$ cat src/rtl/mc_control_pkg.sv
// Shared types and constants for the multi-cycle MIPS control unit.
// Optional illegal-instruction trap: MC_CONTROL_ILLEGAL_TRAP_EN.
package mc_control_pkg;

   typedef enum logic [3:0] {
      StIdle   = 4'd0,
      StFetch  = 4'd1,
      StDecode = 4'd2,
      StExecR  = 4'd3,
      StWbR    = 4'd4,
      StExecI  = 4'd5,
      StWbI    = 4'd6,
      StMemAdr = 4'd7,
      StMemRd  = 4'd8,
      StWbMem  = 4'd9,
      StMemWr  = 4'd10,
      StBranch = 4'd11,
      StJump   = 4'd12,
      StTrap   = 4'd13
   } state_e;

   localparam logic [5:0] OpRtype = 6'h00;
   localparam logic [5:0] OpAddi  = 6'h08;
   localparam logic [5:0] OpLw    = 6'h23;
   localparam logic [5:0] OpSw    = 6'h2B;
   localparam logic [5:0] OpBeq   = 6'h04;
   localparam logic [5:0] OpBne   = 6'h05;
   localparam logic [5:0] OpJ     = 6'h02;

   localparam logic [5:0] FnAdd = 6'h20;
   localparam logic [5:0] FnSub = 6'h22;
   localparam logic [5:0] FnAnd = 6'h24;
   localparam logic [5:0] FnOr  = 6'h25;
   localparam logic [5:0] FnSlt = 6'h2A;

   localparam logic [3:0] AluAdd = 4'b0010;
   localparam logic [3:0] AluSub = 4'b0110;
   localparam logic [3:0] AluAnd = 4'b0000;
   localparam logic [3:0] AluOr  = 4'b0001;
   localparam logic [3:0] AluSlt = 4'b0111;

   typedef enum logic [1:0] {
      AluOpAdd   = 2'b00,
      AluOpSub   = 2'b01,
      AluOpFunct = 2'b10
   } alu_op_e;

   // *_rdy / *_br fields are qualified by mem_ready / zero outside the register.
   typedef struct packed {
      logic       pc_en;
      logic       pc_en_rdy;
      logic       pc_en_br;
      logic [1:0] pc_src;
      logic       iord;
      logic       mem_read;
      logic       mem_write;
      logic       ir_write_rdy;
      logic       reg_dst;
      logic       reg_write;
      logic       mem_to_reg;
      logic       alu_src_a;
      logic [1:0] alu_src_b;
      logic       alu_en;
      alu_op_e    alu_op;
      logic       done;
      logic       done_rdy;
`ifdef MC_CONTROL_ILLEGAL_TRAP_EN
      logic       illegal;
`endif
   } ctrl_t;

   function automatic logic op_known(input logic [5:0] op);
      return op inside {OpRtype, OpAddi, OpLw, OpSw, OpBeq, OpBne, OpJ};
   endfunction

   function automatic logic funct_known(input logic [5:0] fn);
      return fn inside {FnAdd, FnSub, FnAnd, FnOr, FnSlt};
   endfunction

   function automatic ctrl_t state_ctrl(input state_e st);
      ctrl_t c;
      c = '0;
      case (st)
         StFetch: begin
            c.pc_en_rdy    = 1'b1;
            c.mem_read     = 1'b1;
            c.ir_write_rdy = 1'b1;
            c.alu_src_b    = 2'b01;
            c.alu_en       = 1'b1;
         end
         StDecode: begin
            c.alu_src_b = 2'b11;
            c.alu_en    = 1'b1;
         end
         StExecR: begin
            c.alu_src_a = 1'b1;
            c.alu_en    = 1'b1;
            c.alu_op    = AluOpFunct;
         end
         StWbR: begin
            c.reg_dst   = 1'b1;
            c.reg_write = 1'b1;
            c.done      = 1'b1;
         end
         StExecI, StMemAdr: begin
            c.alu_src_a = 1'b1;
            c.alu_src_b = 2'b10;
            c.alu_en    = 1'b1;
         end
         StWbI: begin
            c.reg_write = 1'b1;
            c.done      = 1'b1;
         end
         StMemRd: begin
            c.iord     = 1'b1;
            c.mem_read = 1'b1;
         end
         StWbMem: begin
            c.mem_to_reg = 1'b1;
            c.reg_write  = 1'b1;
            c.done       = 1'b1;
         end
         StMemWr: begin
            c.iord      = 1'b1;
            c.mem_write = 1'b1;
            c.done_rdy  = 1'b1;
         end
         StBranch: begin
            c.pc_en_br  = 1'b1;
            c.pc_src    = 2'b01;
            c.alu_src_a = 1'b1;
            c.alu_en    = 1'b1;
            c.alu_op    = AluOpSub;
            c.done      = 1'b1;
         end
         StJump: begin
            c.pc_en  = 1'b1;
            c.pc_src = 2'b10;
            c.done   = 1'b1;
         end
`ifdef MC_CONTROL_ILLEGAL_TRAP_EN
         StTrap: c.illegal = 1'b1;
`endif
         default: ;
      endcase
      return c;
   endfunction

endpackage

$ cat src/rtl/alu_ctrl_decode.sv
// ALU operation decode from alu_op and R-type funct; shared with the single-cycle path.
// Unaffected by MC_CONTROL_ILLEGAL_TRAP_EN: unknown funct always decodes as add.
module alu_ctrl_decode
   import mc_control_pkg::*;
#(
   parameter int unsigned FUNCT_W    = 6,
   parameter int unsigned ALU_CTRL_W = 4
) (
   input  alu_op_e               alu_op_i,
   input  logic [FUNCT_W-1:0]    funct_i,
   output logic [ALU_CTRL_W-1:0] alu_ctrl_o
);

   logic [3:0] code;

   always_comb begin
      code = AluAdd;
      case (alu_op_i)
         AluOpSub: code = AluSub;
         AluOpFunct: begin
            case (6'(funct_i))
               FnSub:   code = AluSub;
               FnAnd:   code = AluAnd;
               FnOr:    code = AluOr;
               FnSlt:   code = AluSlt;
               default: code = AluAdd;
            endcase
         end
         default: code = AluAdd;
      endcase
      alu_ctrl_o = ALU_CTRL_W'(code);
   end

endmodule

$ cat src/rtl/mc_control.sv
// Multi-cycle MIPS control FSM with a timed-out memory handshake.
// Define MC_CONTROL_ILLEGAL_TRAP_EN to trap unknown opcodes/functs and expose illegal_op_o.
module mc_control
   import mc_control_pkg::*;
#(
   parameter int unsigned ALU_CTRL_W  = 4,
   parameter int unsigned FUNCT_W     = 6,
   parameter int unsigned MEM_TIMEOUT = 16
) (
   input  logic                  clk_i,
   input  logic                  rst_ni,
   input  logic [5:0]            opcode_i,
   input  logic [FUNCT_W-1:0]    funct_i,
   input  logic                  zero_i,
   input  logic                  mem_ready_i,
   output logic                  pc_en_o,
   output logic [1:0]            pc_src_o,
   output logic                  iord_o,
   output logic                  mem_read_o,
   output logic                  mem_write_o,
   output logic                  ir_write_o,
   output logic                  reg_dst_o,
   output logic                  reg_write_o,
   output logic                  mem_to_reg_o,
   output logic                  alu_src_a_o,
   output logic [1:0]            alu_src_b_o,
   output logic [ALU_CTRL_W-1:0] alu_ctrl_o,
   output logic                  instr_done_o,
`ifdef MC_CONTROL_ILLEGAL_TRAP_EN
   output logic                  illegal_op_o,
`endif
   output logic                  mem_timeout_o
);

   localparam int unsigned CntW = $clog2(MEM_TIMEOUT + 1);

   state_e                state_q, state_d;
   ctrl_t                 ctrl_q;
   logic [CntW-1:0]       cnt_q, cnt_d;
   logic                  wait_st, abort, known_op;
   logic [ALU_CTRL_W-1:0] alu_ctrl_raw;

   always_comb begin
      wait_st  = state_q inside {StFetch, StMemRd, StMemWr};
      // Ready on the limit cycle wins over the abort.
      abort    = wait_st && !mem_ready_i && (cnt_q == CntW'(MEM_TIMEOUT));
      known_op = op_known(opcode_i);

      state_d = state_q;
      case (state_q)
         StIdle:  state_d = StFetch;
         StFetch: if (mem_ready_i) state_d = StDecode;
         StDecode: begin
            case (opcode_i)
               OpRtype:     state_d = StExecR;
               OpAddi:      state_d = StExecI;
               OpLw, OpSw:  state_d = StMemAdr;
               OpBeq, OpBne: state_d = StBranch;
               OpJ:         state_d = StJump;
               default:     state_d = StFetch;
            endcase
`ifdef MC_CONTROL_ILLEGAL_TRAP_EN
            if (!known_op || (opcode_i == OpRtype && !funct_known(6'(funct_i)))) begin
               state_d = StTrap;
            end
`endif
         end
         StExecR:  state_d = StWbR;
         StExecI:  state_d = StWbI;
         StMemAdr: state_d = (opcode_i == OpLw) ? StMemRd : StMemWr;
         StMemRd: begin
            if (mem_ready_i) state_d = StWbMem;
            else if (abort)  state_d = StFetch;
         end
         StMemWr:  if (mem_ready_i || abort) state_d = StFetch;
         StTrap:   state_d = StTrap;
         default:  state_d = StFetch;
      endcase

      // Any state change (or an abort back into FETCH) starts a fresh wait window.
      cnt_d = cnt_q;
      if ((state_d != state_q) || abort) begin
         cnt_d = '0;
      end else if (wait_st && !mem_ready_i) begin
         cnt_d = cnt_q + CntW'(1);
      end
   end

   always_ff @(posedge clk_i or negedge rst_ni) begin
      if (!rst_ni) begin
         state_q <= StIdle;
         ctrl_q  <= '0;
         cnt_q   <= '0;
      end else begin
         state_q <= state_d;
         ctrl_q  <= state_ctrl(state_d);
         cnt_q   <= cnt_d;
      end
   end

   alu_ctrl_decode #(
      .FUNCT_W    (FUNCT_W),
      .ALU_CTRL_W (ALU_CTRL_W)
   ) u_alu_ctrl_decode (
      .alu_op_i   (ctrl_q.alu_op),
      .funct_i    (funct_i),
      .alu_ctrl_o (alu_ctrl_raw)
   );

   // opcode_i[0] separates BNE (1) from BEQ (0).
   assign pc_en_o       = ctrl_q.pc_en
                        | (ctrl_q.pc_en_rdy & mem_ready_i)
                        | (ctrl_q.pc_en_br & (zero_i ^ opcode_i[0]));
   assign pc_src_o      = ctrl_q.pc_src;
   assign iord_o        = ctrl_q.iord;
   assign mem_read_o    = ctrl_q.mem_read;
   assign mem_write_o   = ctrl_q.mem_write;
   assign ir_write_o    = ctrl_q.ir_write_rdy & mem_ready_i;
   assign reg_dst_o     = ctrl_q.reg_dst;
   assign reg_write_o   = ctrl_q.reg_write;
   assign mem_to_reg_o  = ctrl_q.mem_to_reg;
   assign alu_src_a_o   = ctrl_q.alu_src_a;
   assign alu_src_b_o   = ctrl_q.alu_src_b;
   assign alu_ctrl_o    = ctrl_q.alu_en ? alu_ctrl_raw : '0;
   assign mem_timeout_o = abort;

`ifdef MC_CONTROL_ILLEGAL_TRAP_EN
   assign illegal_op_o  = ctrl_q.illegal;
   assign instr_done_o  = ctrl_q.done | (ctrl_q.done_rdy & mem_ready_i);
`else
   assign instr_done_o  = ctrl_q.done | (ctrl_q.done_rdy & mem_ready_i)
                        | ((state_q == StDecode) & !known_op);
`endif

endmodule

$ cat config.mk
export PLATFORM = sky130hd
export DESIGN_NAME = mc_control
export DESIGN_NICKNAME = d
export VERILOG_FILES = /design/src/rtl/mc_control_pkg.sv /design/src/rtl/alu_ctrl_decode.sv /design/src/rtl/mc_control.sv
export SDC_FILE = /design/constraint.sdc
export NUM_CORES = 1
export LEC_CHECK = 0
export ABC_AREA = 1
export ABC_CLOCK_PERIOD_IN_PS = 2200
export CORE_MARGIN = 2
export CORE_UTILIZATION = 38
export DETAILED_ROUTE_END_ITERATION = 16
export PLACE_DENSITY = 0.65
export SLEW_MARGIN = 20
export SYNTH_ARGS = -nofsm -noshare
export SYNTH_HDL_FRONTEND = slang
export SYNTH_SLANG_ARGS = --single-unit
$ cat constraint.sdc
create_clock -name clk_i -period 2.2 [get_ports clk_i]
set_clock_uncertainty 0.15 [all_clocks]
set_input_delay 0.44 -clock clk_i [delete_from_list [all_inputs] [get_ports clk_i]]
set_output_delay 0.44 -clock clk_i [all_outputs]
set_load 0.02 [all_outputs]
==> results.yml <==
logic_synthesis:
  synth_top_family_by_area: "simple AND/OR/NAND/NOR gates"
  synth_area_leaders: "dfrtp_1, nand2_1, inv_1"
  synth-adder-area-share_pct: 3.244
  synth-simple-area-share_pct: 33.74
  synth_area_per_cell_um2: 7.675
  netlist.area_leader.share_pct: 40.55
  mappedNetlistArea_um2: 1543
  synthMuxAreaShare_pct: 0
  synth.distinct_cells: 31
  ys_seq_elements: 25
  yosys.area.top_type: "dfrtp_1"
  synth-compound-area-share_pct: 6.975
  netlist_instances: 201
  synth_fp_nets: 221
  synthXorXnorAreaFrac_pct: 2.839
  seq_area_frac_synth_pct: 40.55
  yosysWarnings: 0
finish:
  stdcell_count: 312
  area_growth_pct: 44.12
  final_cell_mix: "nand2_1, inv_1, buf_4"
  fin_util_pct: 56.39
  diodes: 0
  seqCellArea_um2: 625.6
  layout_commonest_cell: "nand2_1"
  multi_input_comb_area_um2: 789.5
  finalNetCount: 283
  fillers: 378
  drive_above_1_share_pct: 30.53
timing:
  fmax_mhz: 471.0
  finalSetupViolCount: 0
  fin_crit_ps: 2123
  drv_slew: 0
  hold_violations: 0
  period_share_pct: 96.52
pwr:
  power_density_nw_per_um2: 993.0
  irDropWorstVdd_uv: 503.2
  power.leakage_nw: 1.243
global_route:
  grt_usage_pct: 15.38
  grt_first_pass_wirelength_um: 5368
  overflow: 0
  antenna_found_initial: 0
  grt_max_degree: 26
  grt_pass1_vias: 1260
critical_path:
  end_kind: "output pin"
  crit_slowest_cell: "nor4_2"
  cp_max_fo: 3
  rr_startpoint: "state_q[2]"
  arrival_ps: 1530
  cp-start-kind: "primary input"
  r2r_slack_ps: 290
  slowest_delay_ps: 300
  path_cells: "dlygate4sd2_1 -> nor4_2 -> a31oi_1 -> nor4_1 -> buf_2"
  worst_r2r_endpoint: "cnt_q[0]"
  path_class: "in -> out"
  cp.required_ps: 1610
  r2r.worst_path.cells: 12
drt:
  drc: 0
  drtAntennaViolNets: 0
  drt_first_iter_violations: 60
  vias: 1400
  first_pass_iters: 4
  wl_per_cell_um: 10.34
  drt_wl_total_um: 3225
  vias_per_cell: 4.487
min_path:
  hold_class: "in -> async"
place:
  portBuffers: 33
  gp_congestion: 0.8247
  dpl.cell_count: 307
  dp_hpwl_um: 2508
die:
  core_area_um2: 3943
  die_h_um: 67.72
  core.rowCount: 23
  die_w_um: 67.72
  start_util_pct: 39.13
  io_pins: 35
  die_area_um2: 4585
clocking:
  h-tree-depth: 1
  tritoncts: "done"
  holdBufCountCts: 0
  cts_sinks: 25
  cts_root_buf: "clkbuf_8"
  clkLatencyLatePin_ps: 260
  numCtsBuffers: 3
  path_clk_slew_ps: 80
  clk_path_buf_depth: 2
run:
  cap_violations: 0
status:
  status: "complete, no violations"
-- per-layer routing --
metal / GRT usage (%) / vias up / wire length [um]
li1: - / 741 / -
met1: 20.81 / 628 / 1476
met2: 25.49 / 28 / 1625
met3: 2.000 / 3 / 109
met4: 4.592 / 0 / 12
met5: 0 / - / 0
-- worst max-delay path by stage --
stage / from / to / cells past startpoint
2_1_floorplan: funct_i[4] / alu_ctrl_o[0] / 5
3_3_place_gp: funct_i[3] / alu_ctrl_o[0] / 6
3_5_place_dp: funct_i[3] / alu_ctrl_o[0] / 6
4_1_cts: funct_i[1] / alu_ctrl_o[0] / 6
5_1_grt: funct_i[4] / alu_ctrl_o[0] / 7
6_report: funct_i[2] / alu_ctrl_o[0] / 5
-- state kept, by name, summed over array words and instances (netlist names) --
signal and flops:
alu_src_a_o 1, alu_src_b_o 2, cnt_q 5, ctrl_q 6, iord_o 1, mem_read_o 1, mem_to_reg_o 1, pc_src_o 2
reg_dst_o 1, reg_write_o 1, state_q 4
-- cell families (layout without fill, tap and decap cells) --
kind of cell	Yosys count	in the layout
DFF	25	25
adders and majority gates	4	4
AOI/OAI and AO/OA	16	16
other	1	1
and+or+nand+nor	104	104
xor gates and xnor gates	5	5
buffers and inverters	46	107
-- cell type report --
type / instances / area share (%)
clock buffers: 4 / 2.026
multi-input cells: 130 / 35.51
flip-flops and latches: 25 / 28.14
repair buffers: 62 / 24.48
inverters: 41 / 7.034
well taps: 50 / 2.814
-- synthesized netlist by cell type, drive strengths merged --
library cell	count
a31oi	2
o21bai	1
o21a	1
nand4	6
ha	4
conb	1
a21oi	5
o211ai	1
xor2	3
xnor2	2
inv	40
nand2	45
buf	5
o21ai	5
nor2	32
nand3	17
o31ai	1
clkinv	1
nor4	3
dfrtp	25
nor3	1
-- through the flow --
stage / setup WS (ps) / power (mW) / hold WS (ps) / instance area [um2] / setup TNS [ps]
global placement: -450.7 / 1.941 / 386.1 / 2108 / -3710
global route: -12.67 / 2.407 / 407.9 / 2223 / -12.67
floorplan: 173.4 / 1.492 / -5.591 / 1543 / 0
CTS: -34.07 / 2.220 / 398.5 / 2171 / -34.07
finish: 76.66 / 2.208 / 380.5 / 2223 / 0
detailed placement: -482.3 / 1.957 / 391.0 / 2108 / -4169
-- worst max-delay path, delay by kind of cell --
kind | cells | cell delay (ps)
AND/OR/NAND/NOR | 2 | 520
buffers and inverters | 2 | 500
AO/OA/AOI/OAI | 1 | 70
-- what timing repair did --
| action | in CTS | in global routing |
|---|---|---|
| buffers inserted | 0 | 1 |
| pin swaps | 3 | 6 |
| resized for setup | 39 | 25 |
| cloned | 0 | 0 |
| endpoints found under the setup margin | 7 | 7 |
| hold endpoints to repair | 0 | 0 |
-- report_power, final --
part	leakage, nW	switching, mW	internal [mW]
logic	0.888	0.757	0.523
registers	0.332	0.0765	0.584
clock network	0.0228	0.138	0.129
No activity file was read; power rests on OpenSTA's default activity.
